<file path="config.mk">
export PLATFORM = sky130hd
export DESIGN_NAME = fetch_stage_flat
export DESIGN_NICKNAME = d
export VERILOG_FILES = /design/src/rtl/fetch_stage_pkg.sv /design/src/rtl/fetch_stage_if.sv /design/src/rtl/fetch_stage_if_id_reg.sv /design/src/rtl/fetch_stage.sv /design/src/flat_wrapper.sv
export SDC_FILE = /design/constraint.sdc
export NUM_CORES = 1
export LEC_CHECK = 0
export ABC_CLOCK_PERIOD_IN_PS = 7370
export CAP_MARGIN = 40
export CORE_UTILIZATION = 30
export DETAILED_ROUTE_END_ITERATION = 7
export PLACE_DENSITY = 0.47
export SYNTH_ARGS = -nofsm -noshare
export SYNTH_HDL_FRONTEND = slang
export SYNTH_HIERARCHICAL = 1
export SYNTH_SLANG_ARGS = --single-unit
export TNS_END_PERCENT = 30
</file>
<file path="constraint.sdc">
create_clock -name clk -period 7.37 [get_ports clk]
set_input_delay 1.474 -clock clk [delete_from_list [all_inputs] [get_ports clk]]
set_output_delay 1.474 -clock clk [all_outputs]
set_load 0.01 [all_outputs]
</file>
<file path="src/rtl/fetch_stage_pkg.sv">
// Shared core definitions for the instruction fetch stage: FSM encoding,
// reset/bubble constants and the IF/ID payload type.
package fetch_stage_pkg;

    localparam logic [31:0] RESET_PC_DEF = 32'h0000_0000;
    localparam logic [31:0] NOP_INST_DEF = 32'h0000_0013;  // addi x0,x0,0

    typedef enum logic [1:0] {
        ST_FETCH = 2'd0,  // request outstanding
        ST_HOLD  = 2'd1,  // word captured while decode is stalled
        ST_DROP  = 2'd2   // request outstanding, response will be discarded
    } fetch_state_e;

    typedef struct packed {
        logic [31:0] inst;
        logic [31:0] pc;
    } if_id_t;

    function automatic logic [31:0] align4(input logic [31:0] a);
        return {a[31:2], 2'b00};
    endfunction

endpackage

</file>
<file path="src/rtl/fetch_stage_if.sv">
// Instruction memory request/response channel between fetch and imem.
interface fetch_stage_if;
    logic        imem_req;
    logic [31:0] imem_addr;
    logic        imem_ack;
    logic [31:0] imem_rdata;

    modport master (output imem_req, imem_addr, input  imem_ack, imem_rdata);
    modport slave  (input  imem_req, imem_addr, output imem_ack, imem_rdata);
endinterface

</file>
<file path="src/rtl/fetch_stage_if_id_reg.sv">
// IF/ID pipeline register: flush wins over load, no-op holds the contents.
module if_id_reg
    import fetch_stage_pkg::*;
#(
    parameter logic [31:0] NOP_INST = NOP_INST_DEF
) (
    input  logic        clk,
    input  logic        rst,
    input  logic        load_i,
    input  logic        flush_i,
    input  if_id_t      d_i,
    output logic [31:0] inst_o,
    output logic [31:0] pc_o,
    output logic [31:0] pc4_o,
    output logic        valid_o
);

    logic [31:0] inst_q, pc_q, pc4_q;
    logic        valid_q;

    always_ff @(posedge clk or posedge rst) begin
        if (rst) begin
            inst_q  <= NOP_INST;
            pc_q    <= 32'h0;
            pc4_q   <= 32'h4;
            valid_q <= 1'b0;
        end else if (flush_i) begin
            // pc is left alone so a bubble still carries its last address
            inst_q  <= NOP_INST;
            valid_q <= 1'b0;
        end else if (load_i) begin
            inst_q  <= d_i.inst;
            pc_q    <= d_i.pc;
            pc4_q   <= d_i.pc + 32'd4;
            valid_q <= 1'b1;
        end
    end

    assign inst_o  = inst_q;
    assign pc_o    = pc_q;
    assign pc4_o   = pc4_q;
    assign valid_o = valid_q;

endmodule

</file>
<file path="src/rtl/fetch_stage.sv">
// Instruction fetch stage: request FSM, PC, one-entry stall buffer and the
// IF/ID register, with redirect taking priority over stall and ack.
module fetch_stage
    import fetch_stage_pkg::*;
#(
    parameter logic [31:0] RESET_PC = RESET_PC_DEF,
    parameter logic [31:0] NOP_INST = NOP_INST_DEF
) (
    input  logic                  clk,
    input  logic                  rst,
    input  logic                  stall_i,
    input  logic                  redirect_i,
    input  logic [31:0]           redirect_pc_i,
    fetch_stage_if.master         imem,
    output logic [31:0]           if_id_inst_o,
    output logic [31:0]           if_id_pc_o,
    output logic [31:0]           if_id_pc4_o,
    output logic                  if_id_valid_o
);

    fetch_state_e state_q;
    logic [31:0]  pc_q, req_addr_q;
    logic         req_q;
    if_id_t       buf_q;
    logic         buf_vld_q;

    logic         ack;
    logic [31:0]  tgt;
    logic         load, flush;
    if_id_t       ld_data;

    assign ack = imem.imem_ack & imem.imem_req;
    assign tgt = align4(redirect_pc_i);

    always_comb begin
        load         = 1'b0;
        ld_data.inst = imem.imem_rdata;
        ld_data.pc   = req_addr_q;
        if (!redirect_i && !stall_i) begin
            case (state_q)
                ST_FETCH: load = ack;
                ST_HOLD: begin
                    load    = buf_vld_q;
                    ld_data = buf_q;
                end
                default: load = 1'b0;
            endcase
        end
        // decode consumes the word whenever it is not stalled, so an empty
        // cycle must show a bubble rather than repeat the last instruction
        flush = redirect_i | (~stall_i & ~load);
    end

    always_ff @(posedge clk or posedge rst) begin
        if (rst) begin
            state_q    <= ST_FETCH;
            pc_q       <= RESET_PC;
            req_addr_q <= RESET_PC;
            req_q      <= 1'b1;
            buf_q      <= '0;
            buf_vld_q  <= 1'b0;
        end else begin
            case (state_q)
                ST_FETCH: begin
                    if (redirect_i) begin
                        pc_q      <= tgt;
                        buf_vld_q <= 1'b0;
                        if (ack) req_addr_q <= tgt;
                        else     state_q    <= ST_DROP;
                    end else if (ack) begin
                        if (stall_i) begin
                            buf_q.inst <= imem.imem_rdata;
                            buf_q.pc   <= req_addr_q;
                            buf_vld_q  <= 1'b1;
                            req_q      <= 1'b0;
                            state_q    <= ST_HOLD;
                        end else begin
                            req_addr_q <= req_addr_q + 32'd4;
                            pc_q       <= req_addr_q + 32'd4;
                        end
                    end
                end
                ST_HOLD: begin
                    if (redirect_i) begin
                        pc_q       <= tgt;
                        req_addr_q <= tgt;
                        buf_vld_q  <= 1'b0;
                        req_q      <= 1'b1;
                        state_q    <= ST_FETCH;
                    end else if (!stall_i) begin
                        req_addr_q <= buf_q.pc + 32'd4;
                        pc_q       <= buf_q.pc + 32'd4;
                        buf_vld_q  <= 1'b0;
                        req_q      <= 1'b1;
                        state_q    <= ST_FETCH;
                    end
                end
                ST_DROP: begin
                    // the redirect target parks in pc until the stale ack lands
                    if (redirect_i) pc_q <= tgt;
                    if (ack) begin
                        req_addr_q <= redirect_i ? tgt : pc_q;
                        state_q    <= ST_FETCH;
                    end
                end
                default: begin
                    req_q   <= 1'b1;
                    state_q <= ST_FETCH;
                end
            endcase
        end
    end

    assign imem.imem_req  = req_q & ~rst;
    assign imem.imem_addr = req_addr_q;

    if_id_reg #(.NOP_INST(NOP_INST)) u_if_id (
        .clk     (clk),
        .rst     (rst),
        .load_i  (load),
        .flush_i (flush),
        .d_i     (ld_data),
        .inst_o  (if_id_inst_o),
        .pc_o    (if_id_pc_o),
        .pc4_o   (if_id_pc4_o),
        .valid_o (if_id_valid_o)
    );

endmodule

</file>
<file path="src/flat_wrapper.sv">
// flat-port wrapper written by rule: the top's interface ports become plain ports
module fetch_stage_flat import fetch_stage_pkg::*;
#(
    parameter logic [31:0] RESET_PC = RESET_PC_DEF,
    parameter logic [31:0] NOP_INST = NOP_INST_DEF
)
  (clk, rst, stall_i, redirect_i, redirect_pc_i, if_id_inst_o, if_id_pc_o, if_id_pc4_o, if_id_valid_o, imem_imem_req, imem_imem_addr, imem_imem_ack, imem_imem_rdata);
  fetch_stage_if imem_i ();
  input  logic clk;
  input  logic rst;
  input  logic stall_i;
  input  logic redirect_i;
  input  logic [31:0] redirect_pc_i;
  output logic [31:0] if_id_inst_o;
  output logic [31:0] if_id_pc_o;
  output logic [31:0] if_id_pc4_o;
  output logic if_id_valid_o;
  output wire logic [$bits(imem_i.imem_req)-1:0] imem_imem_req;
  output wire logic [$bits(imem_i.imem_addr)-1:0] imem_imem_addr;
  input wire logic [$bits(imem_i.imem_ack)-1:0] imem_imem_ack;
  input wire logic [$bits(imem_i.imem_rdata)-1:0] imem_imem_rdata;
  assign imem_imem_req = imem_i.imem_req;
  assign imem_imem_addr = imem_i.imem_addr;
  assign imem_i.imem_ack = imem_imem_ack;
  assign imem_i.imem_rdata = imem_imem_rdata;
  fetch_stage #(.RESET_PC(RESET_PC), .NOP_INST(NOP_INST)) u_core (.clk(clk), .rst(rst), .stall_i(stall_i), .redirect_i(redirect_i), .redirect_pc_i(redirect_pc_i), .imem(imem_i), .if_id_inst_o(if_id_inst_o), .if_id_pc_o(if_id_pc_o), .if_id_pc4_o(if_id_pc4_o), .if_id_valid_o(if_id_valid_o));
endmodule
</file>
==> results.yml <==
die:
  rows: 74
  initial_core_util_pct: 30.7
  die_x_um: 207
  ios: 199
  core_area_um2: 41100
  fp.dieH_um: 207
  dieArea_um2: 42800
job:
  cap_violations: 0
timing:
  fin_skew_ns: 0.0120
  worst_pin_slew_ns: 0.884
  finalCritPeriodShare_pct: 63.3
  fin_ws_ns: 2.70
  finalCriticalPeriod_ns: 4.67
  max_freq_ghz: 0.214
  relSlewSlack_pct: 40.6
  hold_viol: 0
  grt_setup_unrepaired: "no"
  slew_violations: 0
  setup_viol: 0
  setup_tns_ns: 0
power_and_ir_drop:
  power.density_nw_per_um2: 386
  total_power_mw: 6.18
  max-vdd-ir-drop_mv: 0.177
  cellLeakagePower_nw: 6.41
synth:
  ys_types: 70
  yosysWarnings: 6
  ys_seq_area_share_pct: 45.1
  syn_nets: 1385
  synth-compound-area-share_pct: 13.2
  yosys.area_share.simple_pct: 18.6
  synth.cell_area_um2: 12600
  synth-edff-count: 0
  netlist_instances: 1309
  postSynthAreaPerCell_um2: 9.63
  synth-async-reset-ratio_pct: 100
  synth-seq-cells: 227
  synth-main-ff-cell: "dfrtp_1"
  synth-adder-area-share_pct: 0.695
  synth_top_family_by_area: "simple AND/OR/NAND/NOR gates"
  synth.area.mux_share_pct: 14.9
  synth_xor_xnor_area_share_pct: 2.64
place:
  dp_cells: 1956
  dp_hpwl_um: 29500
  place.gp.congestion: 0.851
  dpl_worst_slack_ns: 2.16
  numPortBuffers: 196
grt:
  antenna_found_initial: 2
  overflow: 0
  grt_pass1_vias: 10538
  track_usage_pct: 19.8
  grt_pass1_wl_um: 64500
  grt_max_degree: 69
cts:
  cts_resized: 0
  hold_buffers: 0
  htree_levels: 1
  cts_tree: "built"
  cts_buffers: 29
  cts.sinks: 227
  clockBufferDepth: 3
  cts_setup_buffers: 0
  clock_latency_ns: 0.57
  path_clk_slew_ns: 0.06
  clockRootBuffer: "clkbuf_16"
routing:
  first_iter_violations: 613
  first_pass_iters: 7
  finalWirelength_um: 42300
  ant_nets: 0
  vias: 10552
  avgRoutedWirePerCell_um: 21.0
  remaining_drc_errors: 0
  vias_per_cell: 5.25
critical_path:
  cp_data_required_time_ns: 7.86
  path_buf_inv: 5
  arrival_ns: 5.15
  worstSetupEndpointType: "flop"
  crit_type: "in2reg"
  cpMaxStageDelayCell: "or4_1"
  reg2reg_slack_ns: 3.40
  worstPathCellList: "buf_2 -> inv_1 -> buf_4 -> nand2_1 -> nor2_4 -> buf_12 -> buf_4 -> mux2_2 -> and4_1 -> nand4_1 -> or4_1 -> a31oi_1"
  startpoint_type: "input pin"
  critPathMaxStageDelay_ns: 0.59
  path_delay_family: "simple AND/OR/NAND/NOR gates"
  path_max_fanout: 23
  path_common_cell: "buf_4"
cells_and_area:
  fin_nets: 1531
  final_cell_mix: "222 x dfrtp_1, 221 x nand2_1, 195 x clkdlybuf4s50_1, 133 x mux2_2, 106 x o21ai_0"
  finalNonFillerCells: 2011
  mostFrequentLayoutCell: "dfrtp_1"
  syn_to_final_growth_pct: 27.0
  drive_gt1_share_pct: 16.6
outcome:
  status: "finished clean"
hold_path:
  hold_class: "reg2reg"
## registers in the layout (all words and copies together) (netlist names)
register and count:
u_core/u_if_id/valid_o 1, u_core/imem.imem_addr 32, u_core/pc_q 32, u_core/buf_vld_q 1
u_core/u_if_id/pc_o 32, u_core/u_if_id/inst_o 32, u_core/state_q 2, u_core/req_q 1
u_core/buf_q 64, u_core/u_if_id/pc4_o 30
## stage by stage
| stage | instance area [um2] | hold WS (ns) | utilization, % |
|---|---|---|---|
| after floorplan | 12600 | 0.444 | - |
| after global placement | 14900 | 0.463 | 36.2 |
| after detailed placement | 15000 | 0.463 | 36.5 |
| after CTS | 16000 | 0.484 | 38.9 |
| after global routing | 16000 | 0.502 | 38.9 |
| final | 16000 | 0.477 | 38.9 |
## layer usage
layer / global-route usage (%) / wire (um) / up-vias
met2: 32.7 / 20200 / 296
met1: 25.7 / 18200 / 5183
li1: - / - / 5024
met3: 5.12 / 3000 / 49
met5: 0 / 0 / -
met4: 4.74 / 912 / 0
## synth_stat cells (8+ instances only)
master,number,share of area (%)
and4_1,15,1.0
a32oi_1,15,1.0
inv_1,17,0.51
mux2_2,133,12
nand2_1,221,6.6
or3_1,12,0.60
nand3_1,34,1.4
o31ai_1,17,1.0
nor2_1,73,2.2
and3_1,8,0.40
a31oi_1,26,1.3
nand4_1,29,1.4
a211oi_1,8,0.48
a21oi_1,30,1.2
mux2i_1,38,3.0
clkbuf_1,80,2.4
nor2b_1,10,0.50
xor2_1,18,1.3
xnor2_1,20,1.4
a221oi_1,8,0.56
o21ai_0,106,4.2
buf_2,9,0.36
or4_1,19,1.1
dfrtp_1,222,44
nor3_1,19,0.75
## layout make-up
cell class	count	area, um2
fill	4168	25100
multi-input combinational	957	6360
sequential	227	5690
timing repair buffer	223	2240
clock buffer	42	835
tap	532	666
clock inverter	12	144
inverter	17	71.3
antenna	1	2.50
## tightest hold or removal path, cell delays in order (launching register included)
cell     delay [ns]
dfrtp_1        0.34
nand2_1        0.05
nand2_1        0.06
## cells by family (layout without fill, tap and decap cells)
group / count (synthesis) / after routing
other cells: 0 / 1
buf+inv: 125 / 294
fa+ha+maj: 7 / 7
mux: 171 / 171
compound gates: 262 / 262
flops: 227 / 227
simple gates: 479 / 479
xor+xnor: 38 / 38
## final timing paths
| kind | start | end | cells after the start |
|---|---|---|---|
| worst max-delay path | redirect_i | u_core/u_if_id/pc4_o[27] | 12 |
| worst min-delay path | u_core/u_if_id/pc_o[15] | u_core/u_if_id/pc_o[15] | 2 |
| worst max register to register | u_core/state_q[1] | u_core/u_if_id/pc4_o[27] | 11 |
| worst min register to register | u_core/u_if_id/pc_o[15] | u_core/u_if_id/pc_o[15] | 2 |
| max in group asynchronous | rst | u_core/u_if_id/pc4_o[18] | 4 |
| min in group asynchronous | rst | u_core/buf_vld_q | 2 |
## where the power goes
group / total (mW) / internal (mW) / switching [mW] / leakage (nW)
sequential: 2.30 / 1.73 / 0.566 / 2.92
combinational: 2.42 / 1.13 / 1.28 / 3.01
clock: 1.46 / 0.887 / 0.573 / 0.479
No activity file was read; power rests on OpenSTA's default activity.
